==> config.mk <==
export PLATFORM = sky130hd
export DESIGN_NAME = trigger_capture_ctrl
export DESIGN_NICKNAME = d
export VERILOG_FILES = /design/src/rtl/trigger_capture_ctrl.sv
export SDC_FILE = /design/constraint.sdc
export NUM_CORES = 1
export LEC_CHECK = 0
export ABC_CLOCK_PERIOD_IN_PS = 4300
export BUFFER_PORTS_ARGS = -buffer_cell sky130_fd_sc_hd__buf_2
export CAP_MARGIN = 20
export CORE_UTILIZATION = 30
export DETAILED_ROUTE_END_ITERATION = 10
export PLACE_DENSITY = 0.53
export SYNTH_ARGS = -nofsm -noshare
export SYNTH_HDL_FRONTEND = slang
export SYNTH_SLANG_ARGS = --single-unit
==> constraint.sdc <==
create_clock -name clk -period 4.3 [get_ports clk]
set_input_delay 0 -clock clk [delete_from_list [all_inputs] [get_ports clk]]
set_output_delay 0 -clock clk [all_outputs]
set_load 0.05 [all_outputs]
==> src/rtl/trigger_capture_ctrl.sv <==
// Capture sequencer: arms on a bus strobe, frames one acquisition out of the
// event-tagged sample stream and forwards it through a single output slice.
module trigger_capture_ctrl #(
    parameter int unsigned BDW = 32,
    parameter int unsigned BAW = 2,
    parameter int unsigned SDW = 32,
    parameter int unsigned CCW = 32
) (
    input  logic           clk,
    input  logic           rst,
    output logic           bus_wready,
    input  logic           bus_wvalid,
    input  logic [BAW-1:0] bus_waddr,
    input  logic [BDW-1:0] bus_wdata,
    output logic           sti_tready,
    input  logic           sti_tvalid,
    input  logic [1:0]     sti_tevent,
    input  logic [SDW-1:0] sti_tdata,
    input  logic           sto_tready,
    output logic           sto_tvalid,
    output logic           sto_tlast,
    output logic [SDW-1:0] sto_tdata,
    output logic [2:0]     sts_state,
    output logic [CCW-1:0] sts_tpos,
    output logic           sts_abort
);

    localparam logic [2:0] ST_IDLE  = 3'd0;
    localparam logic [2:0] ST_ARMED = 3'd1;
    localparam logic [2:0] ST_PRE   = 3'd2;
    localparam logic [2:0] ST_WAIT  = 3'd3;
    localparam logic [2:0] ST_POST  = 3'd4;
    localparam logic [2:0] ST_DONE  = 3'd5;

    localparam logic [1:0] EV_START = 2'b01;
    localparam logic [1:0] EV_TRIG  = 2'b10;
    localparam logic [1:0] EV_ABORT = 2'b11;

    localparam logic [BAW-1:0] ADDR_CTRL = BAW'(0);
    localparam logic [BAW-1:0] ADDR_PRE  = BAW'(1);
    localparam logic [BAW-1:0] ADDR_POST = BAW'(2);

    logic [2:0]     state_q;
    logic [2:0]     state_d;
    logic [CCW-1:0] cfg_pre;
    logic [CCW-1:0] cfg_post;
    logic [CCW-1:0] beat_cnt;
    logic [CCW-1:0] post_cnt;

    logic           fwd_state;
    logic           idle_or_done;
    logic           accept;
    logic           bus_arm;
    logic           bus_abort;
    logic [CCW-1:0] eff_pre;
    logic [CCW-1:0] eff_post;
    logic [CCW-1:0] beat_next;
    logic [CCW-1:0] post_next;

    logic           load;
    logic           load_last;
    logic           beat_start;
    logic           beat_step;
    logic           post_start;
    logic           post_step;
    logic           tpos_load;
    logic           abort_set;
    logic           arm_clr;

    assign bus_wready   = 1'b1;
    assign sts_state    = state_q;
    assign fwd_state    = (state_q == ST_PRE) || (state_q == ST_WAIT) || (state_q == ST_POST);
    assign idle_or_done = (state_q == ST_IDLE) || (state_q == ST_DONE);
    assign sti_tready   = fwd_state ? (!sto_tvalid || sto_tready) : 1'b1;
    assign accept       = sti_tvalid && sti_tready;
    assign bus_arm      = bus_wvalid && (bus_waddr == ADDR_CTRL) && bus_wdata[0];
    assign bus_abort    = bus_wvalid && (bus_waddr == ADDR_CTRL) && bus_wdata[1];

    // Zero-length settings behave as one beat.
    assign eff_pre   = (cfg_pre == '0)  ? CCW'(1) : cfg_pre;
    assign eff_post  = (cfg_post == '0) ? CCW'(1) : cfg_post;
    assign beat_next = (beat_cnt == '1) ? beat_cnt : beat_cnt + CCW'(1);
    assign post_next = post_cnt + CCW'(1);

    // State register.
    always_ff @(posedge clk or negedge rst) begin
        if (!rst) state_q <= ST_IDLE;
        else      state_q <= state_d;
    end

    // Next state and per-beat control; the concurrent sample follows the
    // current state, the bus command then overrides the next state.
    always_comb begin
        state_d    = state_q;
        load       = 1'b0;
        load_last  = 1'b0;
        beat_start = 1'b0;
        beat_step  = 1'b0;
        post_start = 1'b0;
        post_step  = 1'b0;
        tpos_load  = 1'b0;
        abort_set  = 1'b0;
        arm_clr    = 1'b0;

        case (state_q)
            ST_IDLE, ST_DONE: ;
            ST_ARMED: begin
                if (accept && sti_tevent == EV_START) begin
                    load       = 1'b1;
                    beat_start = 1'b1;
                    state_d    = (eff_pre > CCW'(1)) ? ST_PRE : ST_WAIT;
                end else if (accept && sti_tevent == EV_ABORT) begin
                    state_d = ST_IDLE;
                end
            end
            ST_PRE: begin
                if (accept) begin
                    load      = 1'b1;
                    beat_step = 1'b1;
                    if (sti_tevent == EV_ABORT) begin
                        load_last = 1'b1;
                        abort_set = 1'b1;
                        state_d   = ST_IDLE;
                    end else if (beat_next >= eff_pre) begin
                        state_d = ST_WAIT;
                    end
                end
            end
            ST_WAIT: begin
                if (accept) begin
                    load      = 1'b1;
                    beat_step = 1'b1;
                    if (sti_tevent == EV_ABORT) begin
                        load_last = 1'b1;
                        abort_set = 1'b1;
                        state_d   = ST_IDLE;
                    end else if (sti_tevent == EV_TRIG) begin
                        tpos_load  = 1'b1;
                        post_start = 1'b1;
                        if (eff_post > CCW'(1)) begin
                            state_d = ST_POST;
                        end else begin
                            load_last = 1'b1;
                            state_d   = ST_DONE;
                        end
                    end
                end
            end
            ST_POST: begin
                if (accept) begin
                    load      = 1'b1;
                    post_step = 1'b1;
                    if (sti_tevent == EV_ABORT) begin
                        load_last = 1'b1;
                        abort_set = 1'b1;
                        state_d   = ST_IDLE;
                    end else if (post_next >= eff_post) begin
                        load_last = 1'b1;
                        state_d   = ST_DONE;
                    end
                end
            end
            default: state_d = ST_IDLE;
        endcase

        if (bus_abort) begin
            state_d = ST_IDLE;
            if (!idle_or_done) abort_set = 1'b1;
        end else if (bus_arm && idle_or_done) begin
            state_d = ST_ARMED;
            arm_clr = 1'b1;
        end
    end

    // Output register slice.
    always_ff @(posedge clk or negedge rst) begin
        if (!rst) begin
            sto_tvalid <= 1'b0;
            sto_tlast  <= 1'b0;
            sto_tdata  <= '0;
        end else if (load) begin
            sto_tvalid <= 1'b1;
            sto_tlast  <= load_last;
            sto_tdata  <= sti_tdata;
        end else if (sto_tready) begin
            sto_tvalid <= 1'b0;
            sto_tlast  <= 1'b0;
        end
    end

    // Configuration registers, writable only between acquisitions.
    always_ff @(posedge clk or negedge rst) begin
        if (!rst) begin
            cfg_pre  <= '0;
            cfg_post <= '0;
        end else if (bus_wvalid && idle_or_done) begin
            if (bus_waddr == ADDR_PRE)  cfg_pre  <= bus_wdata[CCW-1:0];
            if (bus_waddr == ADDR_POST) cfg_post <= bus_wdata[CCW-1:0];
        end
    end

    // Beat counters and status.
    always_ff @(posedge clk or negedge rst) begin
        if (!rst) begin
            beat_cnt  <= '0;
            post_cnt  <= '0;
            sts_tpos  <= '0;
            sts_abort <= 1'b0;
        end else begin
            if (arm_clr)         beat_cnt <= '0;
            else if (beat_start) beat_cnt <= CCW'(1);
            else if (beat_step)  beat_cnt <= beat_next;

            if (post_start)     post_cnt <= CCW'(1);
            else if (post_step) post_cnt <= post_next;

            if (arm_clr)        sts_tpos <= '0;
            else if (tpos_load) sts_tpos <= beat_cnt;

            if (abort_set)    sts_abort <= 1'b1;
            else if (arm_clr) sts_abort <= 1'b0;
        end
    end

endmodule

# Word-level counts from Yosys, hierarchy flattened
# Index checks and enable logic that the tools add are counted.
dict set report classes {
  n_eq_ne 19
  magnitude_cmp 4
  reduce_logical 28
  add_sub_neg 2
  mux 57
}
# operator count
set op_table {}
lappend op_table {{$mux W32} 10}
lappend op_table {{$add A32 B1 Y32 const B} 2}
lappend op_table {{$ge A32 B32 Y1} 2}
lappend op_table {{$gt A32 B1 Y1 const B} 2}
lappend op_table {{$logic_not A32 Y1} 2}
lappend op_table {{$mux W3} 13}
lappend op_table {{$eq A32 B32 Y1 const B} 1}
lappend op_table {{$mux W1} 31}
lappend op_table {{$ne A5 B2 Y1 const B} 3}
lappend op_table {{$pmux W3 S5} 1}
lappend op_table {{$ne A4 B3 Y1 const B} 3}
lappend op_table {{$logic_and A1 B1 Y1} 8}
lappend op_table {{$reduce_and A8 Y1} 1}
lappend op_table {{$reduce_bool A2 Y1} 4}
lappend op_table {{$eq A2 B2 Y1 const B} 3}
lappend op_table {{$eq A3 B2 Y1 const B} 2}
lappend op_table {{$eq A3 B3 Y1 const B} 2}
lappend op_table {{$ne A5 B5 Y1 const B} 1}
lappend op_table {{$eq A2 B1 Y1 const B} 2}
lappend op_table {{$logic_or A1 B1 Y1} 4}
lappend op_table {{$reduce_and A2 Y1} 2}
lappend op_table {{$reduce_or A2 Y1} 2}
lappend op_table {{$eq A3 B1 Y1 const B} 1}
lappend op_table {{$logic_not A3 Y1} 1}
lappend op_table {{7 further kinds} 7}
dict set report totals {
  wordCells 120
  reg_bits 198
  input_bits 73
  output_inout_bits 72
}

# Depth between registers and ports, before layout
# Gate-level depths: netlist of run 1.
dict set report depth {
  ltp_word 11
  depth_mapped 16
  ltp_nobuf 14
}

# Worst setup path before layout of run 1
# OpenSTA, ideal clock, no wires.
dict set report synth_timing {
  path_type {reg2reg}
  from {register post_cnt[6]}
  to {register state_q[0] (netlist: sts_state[0])}
  slack_ns 0.660
  t_required_ns 4.173
  stages_incl_launch_ff 14
  t_arrival_ns 3.513
  cell_sequence {dfrtp_1 buf_2 and4_1 nand4_1 nor4_1 nand3_1 xnor2_1 ha_1 nand4_1 or4_1 a21oi_1 o31ai_1 a41o_1 mux2i_1}
}
dict set report synth_via {
  elab_chain_cells 4
}
# element line
set synth_rtl {}
lappend synth_rtl {{from (decl)} 48} ;# logic [CCW-1:0] post_cnt;
lappend synth_rtl {{from (signal assigned)} 215} ;# else if (post_step) post_cnt <= post_next;
lappend synth_rtl {{$add A32 B1 Y32} 83} ;# assign post_next = post_cnt + CCW'(1);
lappend synth_rtl {{$ge A32 B32 Y1} 157} ;# end else if (post_next >= eff_post) begin
lappend synth_rtl {{$ne A5 B2 Y1 (no line)} --}
lappend synth_rtl {{$reduce_and A8 Y1 (no line)} --}
lappend synth_rtl {{to (signal assigned)} 88} ;# else state_q <= state_d;
lappend synth_rtl {{to (decl)} 43} ;# logic [2:0] state_q;
# No other way between the ends.
# A chain may end at the register's enable or synchronous reset.

# Worst setup path in the final report of run 1
dict set report layout_timing {
  from {register post_cnt[0]}
  to {register state_q[0] (netlist: sts_state[0])}
}
# Same word-level chain as after synthesis.

==> run metrics, run 1 <==
outcome=complete, but fails checks; violated checks=design-rule violations; worst flop-to-flop path startpoint=post_cnt[0]; Final Util=37.5%; hpwl dp=23000 um; share of layout cells above drive strength 1=a little under a fifth; vias in the first global route=roughly 9.2k; first-pass GRT wire length=~51000 um; DRC violations left=20; setup TNS=0 ps; Hold Path Depth=3; Post-CTS Resized=0; WP data arrival=4320 ps; post-route ant nets=0; WL per Instance=roughly 17 um; leading post-synthesis cells by cell area=dfrtp_1 45%, ha_1 7.5%, o21ai_0 6.1%, nand2_1 4.1%, mux2_2 3.6%; ys async rst share=100%; Post-Route WL=approximately 31000 um; max-cap viol count=0; FF/Latch Area=4950 um^2; Setup crit start kind=flip-flop; count leader, synth=dfrtp_1; Area after DPL=~12000 um^2; CP Class=flip-flop to flip-flop; GPL Wtd Cong=about 0.85; full die area=around 37000 um^2; Iter 0 DRT Violations=about 800; FP Rows=between 60 and 70; Worst-Skew Late Latency=450 ps; R2R depth=13; Root Driver=clkbuf_16; Setup Buffers After CTS=0; CTS buffer count=17; Chip Width=193 um; pre-CTS setup slack=roughly 350 ps; synth unique cells=62; Hold Crit Start=sto_tready; slack of the worst reg-to-reg path=310 ps; Setup WS post-layout=between 300 and 400 ps; DIE HEIGHT=~190 um; Slew HR=between 40% and 50%; FF+latch count, synth=198; clock-pin slew on the worst setup and hold paths=~80 ps; Hold Slack=22.4 ps; number of I/O port buffers=~140; clk buf depth=2; Detailed Routing Iterations Pass 1=8; Most used DFF post-synth=dfrtp_1; sequential fraction of the synthesis area=a little under half; clock net sink count=around 200; worst-margin pin slew=848 ps; Synth Area per Inst=approximately 9.5 um^2; Post-synth top cells=198 x dfrtp_1, 133 x o21ai_0, 120 x nand2_1; Tmin final=3990 ps; yosys warns=0; synth-to-layout area growth=22.2%; cell area power density=519 nW/um^2; CP endpoint kind=flip-flop; initial antenna violation count=1; largest net degree at the start of global routing=between 80 and 90; total leakage power=between 6 and 7 nW; core area=between 30000 and 40000 um^2; Fin Clk Skew=around 14 ps; Multi-input gate area=about 5500 um^2; Setup-failing EPs final=0; Req. time, crit path=between 4000 and 5000 ps; cell count after placement=between 1.5k and 2k; I/O pins=approximately 150; Synth area leader=dfrtp_1; Critical path origin=post_cnt[0]; worst vdd ir=~0.26 mV; Synth Cell Area=11000 um^2; Max Freq=between 200 and 300 MHz; Initial Util=between 30% and 40%; Filler cells=3555; n_diodes=0; Tot Pwr=between 6 and 7 mW; post-DR vias/cell=between 5 and 6; syn nets=around 1.3k; post-layout instance area=13400 um^2; RR Endpoint=sts_state[0]; Final period util=between 90 and 100%; TritonCTS clock tree=done; final count of hold timing violations=0; non-filler cells, final=1810; RSZ-0062 raised after global routing=no; Max FO, Critical Path=5; global route overflow=0; vias=approximately 9.4k; global-route usage over all layers=between 10% and 20%; Min-Delay Path Class=primary input to flip-flop; Post-synth EDFFs=0; NumNets Final=1476; cts hold-fix bufs=67; Cells after Synth=between 1k and 1.5k; H-Tree Depth=4; Slew Viols, Final=0; Critical Path End=sts_state[0]; Yosys top cell area share=a little under half
==> where the power goes <==
group	switching, mW	internal (mW)
Combinational	1.75	0.910
Sequential	0.339	2.38
Clock	0.791	0.813
==> per-layer routing <==
metal	vias up	global-route usage, %	part of all wire, %
met4	2	4.03	1.1
met1	4545	25.2	51
met3	26	3.31	4.9
met5	-	0	0.041
li1	4534	-	-
met2	275	25.6	43
==> how the worst min path moves through the flow <==
stage	endpoint
after floorplan	beat_cnt[0]
after global placement	sts_tpos[20]
after detailed placement	sts_tpos[20]
after CTS	sto_tvalid
after global routing	sts_state[0]
final	sto_tlast
==> cells by family after synthesis <==
kind of cell,count (synthesis),synth area share (%)
simple gates,326,14.9
flops,198,45.0
other cells,1,0.0341
compound gates,318,18.4
xor+xnor,62,4.94
buf+inv,148,5.38
mux,37,3.77
fa+ha+maj,66,7.51
==> state kept, by name, indices dropped and copies added, names as in the netlist <==
signal / count
sto_tlast: 1
sts_state: 3
sts_abort: 1
cfg_pre: 32
sto_tdata: 32
post_cnt: 32
sts_tpos: 32
beat_cnt: 32
sto_tvalid: 1
cfg_post: 32
==> placed cells by master, fill, tap and decap left out, types with 35 or more instances in the layout <==
cell	count
o21ai_0	133
ha_1	66
dfrtp_1	198
buf_2	142
mux2_2	35
dlygate4sd3_1	67
a21oi_1	41
xnor2_1	43
nand2_1	120
a22o_1	36
inv_1	75
nand3_1	44
==> final cells by class <==
type | count | share of cell area, %
Multi-Input combinational cell | 810 | 40.8
Sequential cell | 198 | 36.9
Timing Repair Buffer | 235 | 11.8
Tap cell | 461 | 4.29
Clock buffer | 17 | 3.17
Inverter | 75 | 2.09
Clock inverter | 14 | 1.05
==> worst max-delay path: stages, from the launching register on <==
cell     delay, ps
dfrtp_1        430
ha_1           270
and3_1         240
nand4_1        270
nor4_1         600
nand2_1        180
xnor2_1        160
ha_1           320
nand4_1        160
or4_1          600
a21oi_1        140
o31ai_1        110
a41o_1         290
mux2i_1        120
(Power assumes the default switching activity.)
==> inputs of run 2 (changes only) <==
--- a/config.mk
+++ b/config.mk
@@ -9,8 +9,9 @@
 export BUFFER_PORTS_ARGS = -buffer_cell sky130_fd_sc_hd__buf_2
 export CAP_MARGIN = 20
 export CORE_UTILIZATION = 30
+export CTS_CLUSTER_DIAMETER = 100
 export DETAILED_ROUTE_END_ITERATION = 10
-export PLACE_DENSITY = 0.53
+export PLACE_DENSITY = 0.43
 export SYNTH_ARGS = -nofsm -noshare
 export SYNTH_HDL_FRONTEND = slang
 export SYNTH_SLANG_ARGS = --single-unit
==> run metrics, run 2 (synthesis results as in run 1) <==
Reg power frac=38.8% (was 38.9%); max-cap viol count=0 (unchanged); Final Util=37.5% (about the same); NumNets Final=1477 (was 1476); first-pass GRT wire length=52800 um (was 50500 um); Comb pwr share=38.0% (was 38.1%); Slew Viols, Final=0 (unchanged); clock net sink count=198 (unchanged); Max Freq=252 MHz (was 251 MHz); Switch Pwr=2.88 mW (about the same); Max FO, Critical Path=31 (was 5); clock network power share=23.2% (was 23.0%); Hold Crit Start=bus_waddr[1] (was sto_tready); H-Tree Depth=4 (unchanged); RSZ-0062 raised after global routing=no (unchanged); Fin Clk Skew=11.7 ps (was 13.8 ps); non-filler cells, final=1811 (was 1810); Final period util=92.2% (was 92.7%); post-layout instance area=13400 um^2 (about the same); Critical path origin=beat_cnt[13] (was post_cnt[0]); DIE HEIGHT=193 um (unchanged); Tot Pwr=6.99 mW (was 6.98 mW); global route overflow=0 (unchanged); worst flop-to-flop path startpoint=beat_cnt[13] (was post_cnt[0]); core area=35800 um^2 (unchanged); final count of hold timing violations=0 (unchanged); Iter 0 DRT Violations=612 (was 786); WL per Instance=18.3 um (was 17.3 um); Req. time, crit path=4630 ps (was 4640 ps); hpwl dp=23700 um (was 23000 um); Initial Util=30.7% (unchanged); DRC violations left=40 (was 20); post-route ant nets=0 (unchanged); Int Power=4.11 mW (was 4.10 mW); clk buf depth=2 (unchanged); setup TNS=0 ps (unchanged); violated checks=design-rule violations (unchanged); share of layout cells above drive strength 1=18.8% (was 18.6%); synth-to-layout area growth=22.3% (was 22.2%); clock-pin slew on the worst setup and hold paths=80 ps (about the same); Slew HR=44.4% (was 42.7%); commonest non-fill, non-tap cells in the layout=198 x dfrtp_1, 142 x buf_2, 133 x o21ai_0 (unchanged); global-route usage over all layers=18.1% (was 17.1%); total leakage power=6.26 nW (was 6.25 nW); I/O pins=145 (unchanged); Area after DPL=12200 um^2 (about the same); Chip Width=193 um (unchanged); switching share of power=41.2% (about the same); WP data arrival=4300 ps (was 4320 ps); worst vdd ir=0.305 mV (was 0.257 mV); vias=9205 (was 9382); CP Class=flip-flop to flip-flop (unchanged); Min-Delay Path Class=primary input to flip-flop (unchanged); FP Rows=69 (unchanged); number of I/O port buffers=143 (unchanged); Detailed Routing Iterations Pass 1=11 (was 8); Worst-Skew Late Latency=450 ps (about the same); worst-margin pin slew=834 ps (was 848 ps); vias in the first global route=9216 (was 9185); Tmin final=3960 ps (was 3990 ps); full die area=37400 um^2 (unchanged); Post-Route WL=33100 um (was 31400 um); cell count after placement=1713 (was 1712); GPL Wtd Cong=0.850 (was 0.847); TritonCTS clock tree=done (unchanged); initial antenna violation count=1 (unchanged); Setup-failing EPs final=0 (unchanged); Setup crit start kind=flip-flop (unchanged); commonest non-fill, non-tap cell in the layout=dfrtp_1 (unchanged); largest net degree at the start of global routing=78 (was 83); cell area power density=520 nW/um^2 (was 519 nW/um^2); Root Driver=clkbuf_16 (unchanged); CTS buffer count=17 (unchanged); Setup Buffers After CTS=0 (unchanged); CP endpoint kind=flip-flop (unchanged); outcome=complete, but fails checks (unchanged); post-DR vias/cell=5.08 (was 5.18)
-- run 2: path summary, 6_finish.rpt --
| path | endpoint | slack, ps | cells after the start |
|---|---|---|---|
| max | sts_state[0] | 340 | 13 |
| min | sts_state[0] | 50 | 4 |
| max reg2reg | sts_state[0] | 340 | 13 |
| min reg2reg | sts_tpos[23] | 490 | 2 |
| max in group asynchronous | sts_tpos[27] | 3180 | 3 |
| min in group asynchronous | sts_tpos[8] | 160 | 2 |
-- run 2: critical path, stage by stage, from the launching register on --
cell and delay [ps]:
dfrtp_1 510, nand3_1 130, or4_4 560, or4_4 700
and2_1 340, nand2_1 150, xnor2_1 130, ha_1 270
nand3_1 80, a21boi_0 100, a2111oi_0 440, a31oi_1 160
o211ai_1 190, mux2i_1 90
-- run 2: through the flow --
step	hold slack [ps]	setup slack, ps
final	46.0	337
after global routing	51.9	18.0
after CTS	18.6	325
after detailed placement	99.6	346
after global placement	98.7	386
after floorplan	-296	660
-- run 2: power groups by stage --
stage / Sequential [mW] / Clock [mW] / Combinational, mW
after floorplan: 3.26 / 0 / 1.31
after global placement: 2.74 / 0 / 2.60
after detailed placement: 2.74 / 0 / 2.62
after CTS: 2.71 / 1.67 / 2.69
after global routing: 2.79 / 1.75 / 2.93
final: 2.71 / 1.62 / 2.66
-- run 2: per-layer routing --
layer	up-vias	share of wire, %	global-route usage [%]
li1	4548	-	-
met1	4444	50	25.8
met2	199	45	28.4
met3	14	4.0	3.31
met4	0	1.1	4.41
met5	-	0	0
-- run 2: cell type report --
| class | instances | area (um^2) |
|---|---|---|
| diodes | 1 | 2.50 |
| clock buffers | 18 | 439 |
| clock inverters | 12 | 116 |
| fillers | 3644 | 22400 |
| inverters | 75 | 282 |
| multi-input cells | 810 | 5490 |
| flip-flops and latches | 198 | 4950 |
| well taps | 461 | 577 |
| repair buffers | 236 | 1590 |
-- run 2: what timing repair did --
item | CTS | global route
endpoints found under the setup margin | 0 | 2
hold buffers | 67 | 0
resized for setup | 0 | 1
endpoints found under the hold margin | 171 | 0
